==> src/rtl/ifu_inst_buffer.sv <==
// Instruction buffer between fetch and decode: a small FIFO of {inst, addr, pred}
// with stall hold and flush. Define IBUF_BYPASS_EN for zero-latency empty bypass.

`ifndef INST_DATA_WIDTH
`define INST_DATA_WIDTH 32
`endif
`ifndef INST_ADDR_WIDTH
`define INST_ADDR_WIDTH 32
`endif
`ifndef CU_BUS_WIDTH
`define CU_BUS_WIDTH 6
`endif

module ifu_inst_buffer #(
  parameter int unsigned                 DEPTH     = 4,
  parameter int unsigned                 STALL_BIT = 1,
  parameter logic [`INST_DATA_WIDTH-1:0] NOP_INST  = 32'h00000013
) (
  input  logic                        clk,
  input  logic                        rst_n,
  input  logic                        fetch_valid_i,
  output logic                        fetch_ready_o,
  input  logic [`INST_DATA_WIDTH-1:0] fetch_inst_i,
  input  logic [`INST_ADDR_WIDTH-1:0] fetch_addr_i,
  input  logic                        fetch_pred_branch_i,
  input  logic                        flush_i,
  input  logic [`CU_BUS_WIDTH-1:0]    stall_flag_i,
  output logic                        inst_valid_o,
  output logic [`INST_DATA_WIDTH-1:0] inst_o,
  output logic [`INST_ADDR_WIDTH-1:0] inst_addr_o,
  output logic                        is_pred_branch_o
);

  localparam int unsigned       PTR_W = $clog2(DEPTH);
  localparam int unsigned       CNT_W = PTR_W + 1;
  localparam logic [CNT_W-1:0]  FULL  = CNT_W'(DEPTH);

  typedef struct packed {
    logic [`INST_DATA_WIDTH-1:0] inst;
    logic [`INST_ADDR_WIDTH-1:0] addr;
    logic                        pred;
  } entry_t;

  entry_t           mem [DEPTH];
  entry_t           head;
  logic [PTR_W-1:0] wr_ptr;
  logic [PTR_W-1:0] rd_ptr;
  logic [CNT_W-1:0] count;
  logic             stall;
  logic             empty;
  logic             push;
  logic             pop;
  logic             unused_stall_bits;

  assign stall             = stall_flag_i[STALL_BIT];
  assign unused_stall_bits = ^stall_flag_i;
  assign empty             = (count == '0);
  assign head              = mem[rd_ptr];

  // Ready depends only on the occupancy register, so a full buffer refuses
  // a push even when decode pops in the same cycle.
  assign fetch_ready_o = (count != FULL);
  assign pop           = ~empty & ~stall & ~flush_i;

`ifdef IBUF_BYPASS_EN
  logic bypass;
  assign bypass = empty & fetch_valid_i & ~flush_i;
  // An unstalled bypass hands the word straight to decode, so it never lands in storage.
  assign push   = fetch_valid_i & fetch_ready_o & ~flush_i & ~(bypass & ~stall);
`else
  assign push   = fetch_valid_i & fetch_ready_o & ~flush_i;
`endif

  always_comb begin
    inst_valid_o     = 1'b0;
    inst_o           = NOP_INST;
    inst_addr_o      = '0;
    is_pred_branch_o = 1'b0;
    if (!empty) begin
      inst_valid_o     = 1'b1;
      inst_o           = head.inst;
      inst_addr_o      = head.addr;
      is_pred_branch_o = head.pred;
    end
`ifdef IBUF_BYPASS_EN
    else if (bypass) begin
      inst_valid_o     = 1'b1;
      inst_o           = fetch_inst_i;
      inst_addr_o      = fetch_addr_i;
      is_pred_branch_o = fetch_pred_branch_i;
    end
`endif
  end

  // NOTE: sequential state uses non-blocking assignments so every register
  // samples the pre-edge values regardless of block ordering.
  always_ff @(posedge clk or negedge rst_n) begin
    if (!rst_n) begin
      wr_ptr <= '0;
      rd_ptr <= '0;
      count  <= '0;
    end else if (flush_i) begin
      wr_ptr <= '0;
      rd_ptr <= '0;
      count  <= '0;
    end else begin
      if (push) wr_ptr <= wr_ptr + PTR_W'(1);
      if (pop)  rd_ptr <= rd_ptr + PTR_W'(1);
      unique case ({push, pop})
        2'b10:   count <= count + CNT_W'(1);
        2'b01:   count <= count - CNT_W'(1);
        default: count <= count;
      endcase
    end
  end

  // NOTE: storage has no reset; entries are only read while count says they
  // were written, so resetting the array would buy nothing.
  always_ff @(posedge clk) begin
    if (push) mem[wr_ptr] <= '{inst: fetch_inst_i, addr: fetch_addr_i, pred: fetch_pred_branch_i};
  end

endmodule

==> config.mk <==
export PLATFORM = sky130hd
export DESIGN_NAME = ifu_inst_buffer
export DESIGN_NICKNAME = d
export VERILOG_FILES = /design/src/rtl/ifu_inst_buffer.sv
export SDC_FILE = /design/constraint.sdc
export NUM_CORES = 1
export LEC_CHECK = 0
export ABC_AREA = 0
export BUFFER_PORTS_ARGS = -buffer_cell sky130_fd_sc_hd__buf_2
export CAP_MARGIN = 10
export CORE_MARGIN = 3
export CORE_UTILIZATION = 35
export CTS_CLUSTER_SIZE = 25
export DETAILED_ROUTE_END_ITERATION = 16
export PLACE_DENSITY_LB_ADDON = 0.1
export SLEW_MARGIN = 20
export SYNTH_ARGS = -nofsm -noshare
export SYNTH_HDL_FRONTEND = slang
export SYNTH_SLANG_ARGS = --single-unit
==> constraint.sdc <==
create_clock -name clk -period 3.3 [get_ports clk]
set_input_delay 0.825 -clock clk [delete_from_list [all_inputs] [get_ports clk]]
set_output_delay 0.825 -clock clk [all_outputs]
set_load 0.02 [all_outputs]
# == Word-level counts from Yosys, hierarchy flattened ==
# Memories as Yosys holds them, arrays and structs flattened.
# Cells that the tools add are included.
# word_totals
inputBits,75
latchBits,0
mem_bits_rw,260
memories,1
elab_cells,34
rom_bits,0
register_bits,7
# memory_table
memory,depth,word_bits,rd,rd_ports_with_merged_regs,write_ports,line_no,rtl
mem,4,65,1,0,1,44,entry_t mem [DEPTH];
# classes
mux,12
magnitude_cmp,0
n_bitwise,7
n_eq_ne,3
n_reduce_logical,4
shift,0
n_addsub,4
n_mul,0
div_mod_pow,0
# ops
operator,n
$mux 32,2
$mux 2,4
$pmux 3 s2,1
$add 2x1->2 const B,2
$and 1x1->1,4
$mux 1,4
$reduce_bool 2->1,2
$add 3x1->3 const B,1
$logic_not 3->1,1
$mux 3,1
$ne 3x3->1 const B,1
$not 1->1,3
$reduce_bool 3->1,1
$sub 3x1->3 const B,1
$eq 2x1->1 const B,1
$eq 2x2->1 const B,1

# == Depth between registers and ports, before layout ==
# depth
depth_word,7
depth_mapped,7
ltp_nobuf,6

# == Worst setup path after synthesis ==
# OpenSTA, ideal clock, no wires.
# synth_path
path_kind,input -> register
start,in fetch_valid_i
end,"mem mem[0][0] (netlist bit), enable pin"
arrival_ns,2.935
stages,4
path_slack_ns,-0.066
required_ns,2.870
n_path_buf,1
cell_sequence,clkbuf_1 -> inv_1 -> nor2_1 -> and3_1
# synth_between
elab_chain_len,4
# synth_lines
element,line_no,rtl
from (decl),21,"input logic fetch_valid_i,"
$and 1x1->1 (2 in series),71,assign push = fetch_valid_i & fetch_ready_o & ~flush_i;
$mux 1,120,"if (push) mem[wr_ptr] <= '{inst: fetch_inst_i, addr: fetch_addr_i, pred: fetch_pred_branch_i};"
$mux 1 (implied by the code),120,
to (decl),44,
# Every way passes these cells.

# == Final worst setup path ==
# layout_path
start,reg rd_ptr[1]
end,out inst_addr_o[8]
# layout_between
elab_chain_len,2
# layout_lines
element,line_no,rtl
from (decl),47,logic [PTR_W-1:0] rd_ptr;
from (signal assigned),108,if (pop) rd_ptr <= rd_ptr + PTR_W'(1);
$mem_v2 4x65,--,
$mux 32,79,if (!empty) begin
to (decl),30,"output logic [`INST_ADDR_WIDTH-1:0] inst_addr_o,"
# Every way passes these cells.

==> flow_summary.json <==
{
  "period_minus_slack_ns": 3.11,
  "drt_iter0_drc": 208,
  "syn_to_final_growth_pct": 21.8,
  "path_clk_slew_ns": 0.06,
  "min_period_over_period_pct": 94.3,
  "fillers": 2583,
  "start_util_pct": 36.0,
  "antenna_found_initial": 5,
  "h-tree-depth": 1,
  "min_path_type": "input pin to asynchronous set/reset pin",
  "power_density_mw_per_mm2": 730,
  "die_area_sq_mm": 0.0319,
  "ys_seq_elements": 267,
  "ys_types": 37,
  "multi_input_area_sq_mm": 0.00225,
  "syn-cell-area_sq_mm": 0.0104,
  "tns_ns": 0,
  "ios": 142,
  "drtAntennaViolNets": 0,
  "skew_ns": 0.0146,
  "numPortBuffers": 136,
  "placed_cell_area_sq_mm": 0.0117,
  "tritoncts": "yes",
  "place_hpwl_um": 13000,
  "crit_fanout": 34,
  "finalSetupViolCount": 0,
  "overflow": 0,
  "track_usage_pct": 13.7,
  "cp-end-kind": "primary output",
  "rows": 62,
  "cp.required_ns": 2.47,
  "cts-root-buf": "clkbuf_16",
  "grt_pass1_wl_um": 32900,
  "nets": 725,
  "max_freq_mhz": 321,
  "ys_warn_count": 0,
  "peakVddDrop_mv": 0.471,
  "totalWireLength_um": 21600,
  "vias_per_cell": 4.83,
  "power_mw": 9.28,
  "status": "finished clean",
  "total_leakage_power_nw": 4.33,
  "startpoint_type": "flop",
  "drtPass1Iterations": 4,
  "grt_max_degree": 42,
  "drcViolationCount": 0,
  "die_x_um": 179,
  "worst_ep_arrival_time_ns": 2.29,
  "drive_above_1_share_pct": 41.2,
  "r2r_start": "count[0]",
  "via_count": 5096,
  "cts_made_buffers": 29,
  "die_height_um": 179,
  "whs_ns": 0.118,
  "rsz0062_at_grt": "false",
  "wl_per_cell_um": 20.5,
  "synth-seq-area-share_pct": 76.5,
  "hold_buffers": 0,
  "cts_buffer_depth": 3,
  "stdcell_area_sq_mm": 0.0127,
  "routabilityCongestion": 0.695,
  "relSlewSlack_pct": 61.3,
  "path_class": "flop to primary output",
  "final_max_slew_viol_count": 0,
  "cap_violations": 0,
  "cts.sinks": 267,
  "startpoint": "rd_ptr[1]",
  "tightestPinTransition_ns": 0.580,
  "hold_viol_final": 0,
  "synth_nets": 558,
  "syn_inst": 478,
  "postSynthAreaPerCell_sq_um": 21.8,
  "grt_pass1_vias": 5596,
  "fp.coreArea_sq_mm": 0.0290,
  "seq_area_sq_mm": 0.00799,
  "clk_latency_ns": 0.54
}
synth_stat cells, drive strengths merged:
| master | count | share of area (%) |
|---|---|---|
| fa | 1 | 0.19 |
| edfxtp | 260 | 75 |
| nand2b | 2 | 0.12 |
| ha | 4 | 0.48 |
| inv | 7 | 0.25 |
| nor4b | 1 | 0.084 |
| nor2b | 4 | 0.24 |
| or3 | 1 | 0.060 |
| nand3b | 1 | 0.072 |
| nand3 | 3 | 0.14 |
| clkbuf | 9 | 0.32 |
| or2 | 3 | 0.18 |
| or4b | 2 | 0.19 |
| dfrtp | 7 | 1.7 |
| a21oi | 5 | 0.24 |
| mux4 | 65 | 14 |
| nor3 | 1 | 0.16 |
| nor3b | 1 | 0.072 |
| nor4 | 1 | 0.060 |
| o311a | 1 | 0.096 |
| o311ai | 1 | 0.084 |
| or4 | 1 | 0.072 |
| a221o | 1 | 0.096 |
| buf | 17 | 1.5 |
| and2 | 62 | 3.7 |
| and3 | 4 | 0.24 |
| nor2 | 3 | 0.11 |
| o211ai | 1 | 0.072 |
| o21a | 2 | 0.14 |
| o21ai | 4 | 0.19 |
| a31oi | 2 | 0.12 |
| o31ai | 1 | 0.072 |
sequential cells by signal, indices dropped and copies added, names as in the netlist:
name and count:
count 3, rd_ptr 2, mem 260, wr_ptr 2
what timing repair did:
action                                  CTS  global route
pin swaps                                 0             1
buffers inserted                          1             6
endpoints found under the setup margin   41            37
gates resized for setup                   0             0
path summary, 6_finish.rpt:
path	end	slack, ns	cells after the start
setup / recovery	inst_addr_o[8]	0.19	4
hold / removal	count[1]	0.12	1
setup reg to reg	count[1]	0.83	7
hold reg to reg	wr_ptr[0]	0.61	2
max in group asynchronous	rd_ptr[0]	2.99	1
min in group clk	mem[1][55]	0.50	1
cells in the final DEF (no fill, tap or decap), types with 5 or more instances in the layout:
master,synthesis,final
clkbuf_16,0,29
and2_1,62,62
dfrtp_1,7,5
buf_4,4,15
buf_12,3,10
a21oi_1,5,5
edfxtp_1,260,260
mux4_2,63,63
buf_2,4,136
clkinv_1,0,7
inv_1,7,6
clkbuf_1,9,7
final cells by class:
| cell class | count | area share [%] |
|---|---|---|
| antenna | 2 | 0.0394 |
| clock inverter | 18 | 1.50 |
| tap | 384 | 3.78 |
| inverter | 7 | 0.207 |
| sequential | 267 | 62.9 |
| clock buffer | 36 | 5.92 |
| timing repair buffer | 162 | 7.94 |
| multi-input combinational | 178 | 17.7 |
worst max-delay path, cell delays in order (launching register included):
cell and delay [ns]:
dfrtp_4 0.81, buf_4 0.30, mux4_2 0.31, and2_1 0.17, buf_2 0.15
per-stage QoR:
step	util, %	worst slack [ns]	cells
3_3_place_gp	40.3	0.494	991
6_report	43.8	0.189	1054
3_5_place_dp	40.3	0.480	991
4_1_cts	43.6	0.0367	1046
2_1_floorplan	-	0.654	478
5_1_grt	43.8	0.0422	1053
where the power goes:
group	leakage, nW	internal, mW	switching, mW
sequential	2.45	3.86	0.0862
clock	0.454	1.92	1.24
combinational	1.43	0.921	1.24
metal layers:
layer  GRT usage, %  share of wire, %  vias up  wire length, um
met2           23.5                50      138            10700
met3           4.34               7.0       41             1520
met1           17.0                41     2615             8830
met4           3.21               2.1        8              460
met5              0              0.21        -               46
li1               -                 -     2294                -
logic make-up after synthesis:
logic type / Yosys count / share of synthesized area [%]
compound gates: 18 / 1.12
simple gates: 90 / 5.52
mux: 65 / 14.1
fa+ha+maj: 5 / 0.672
flops: 267 / 76.5
buf+inv: 33 / 2.06
No activity file was read; power rests on OpenSTA's default activity.
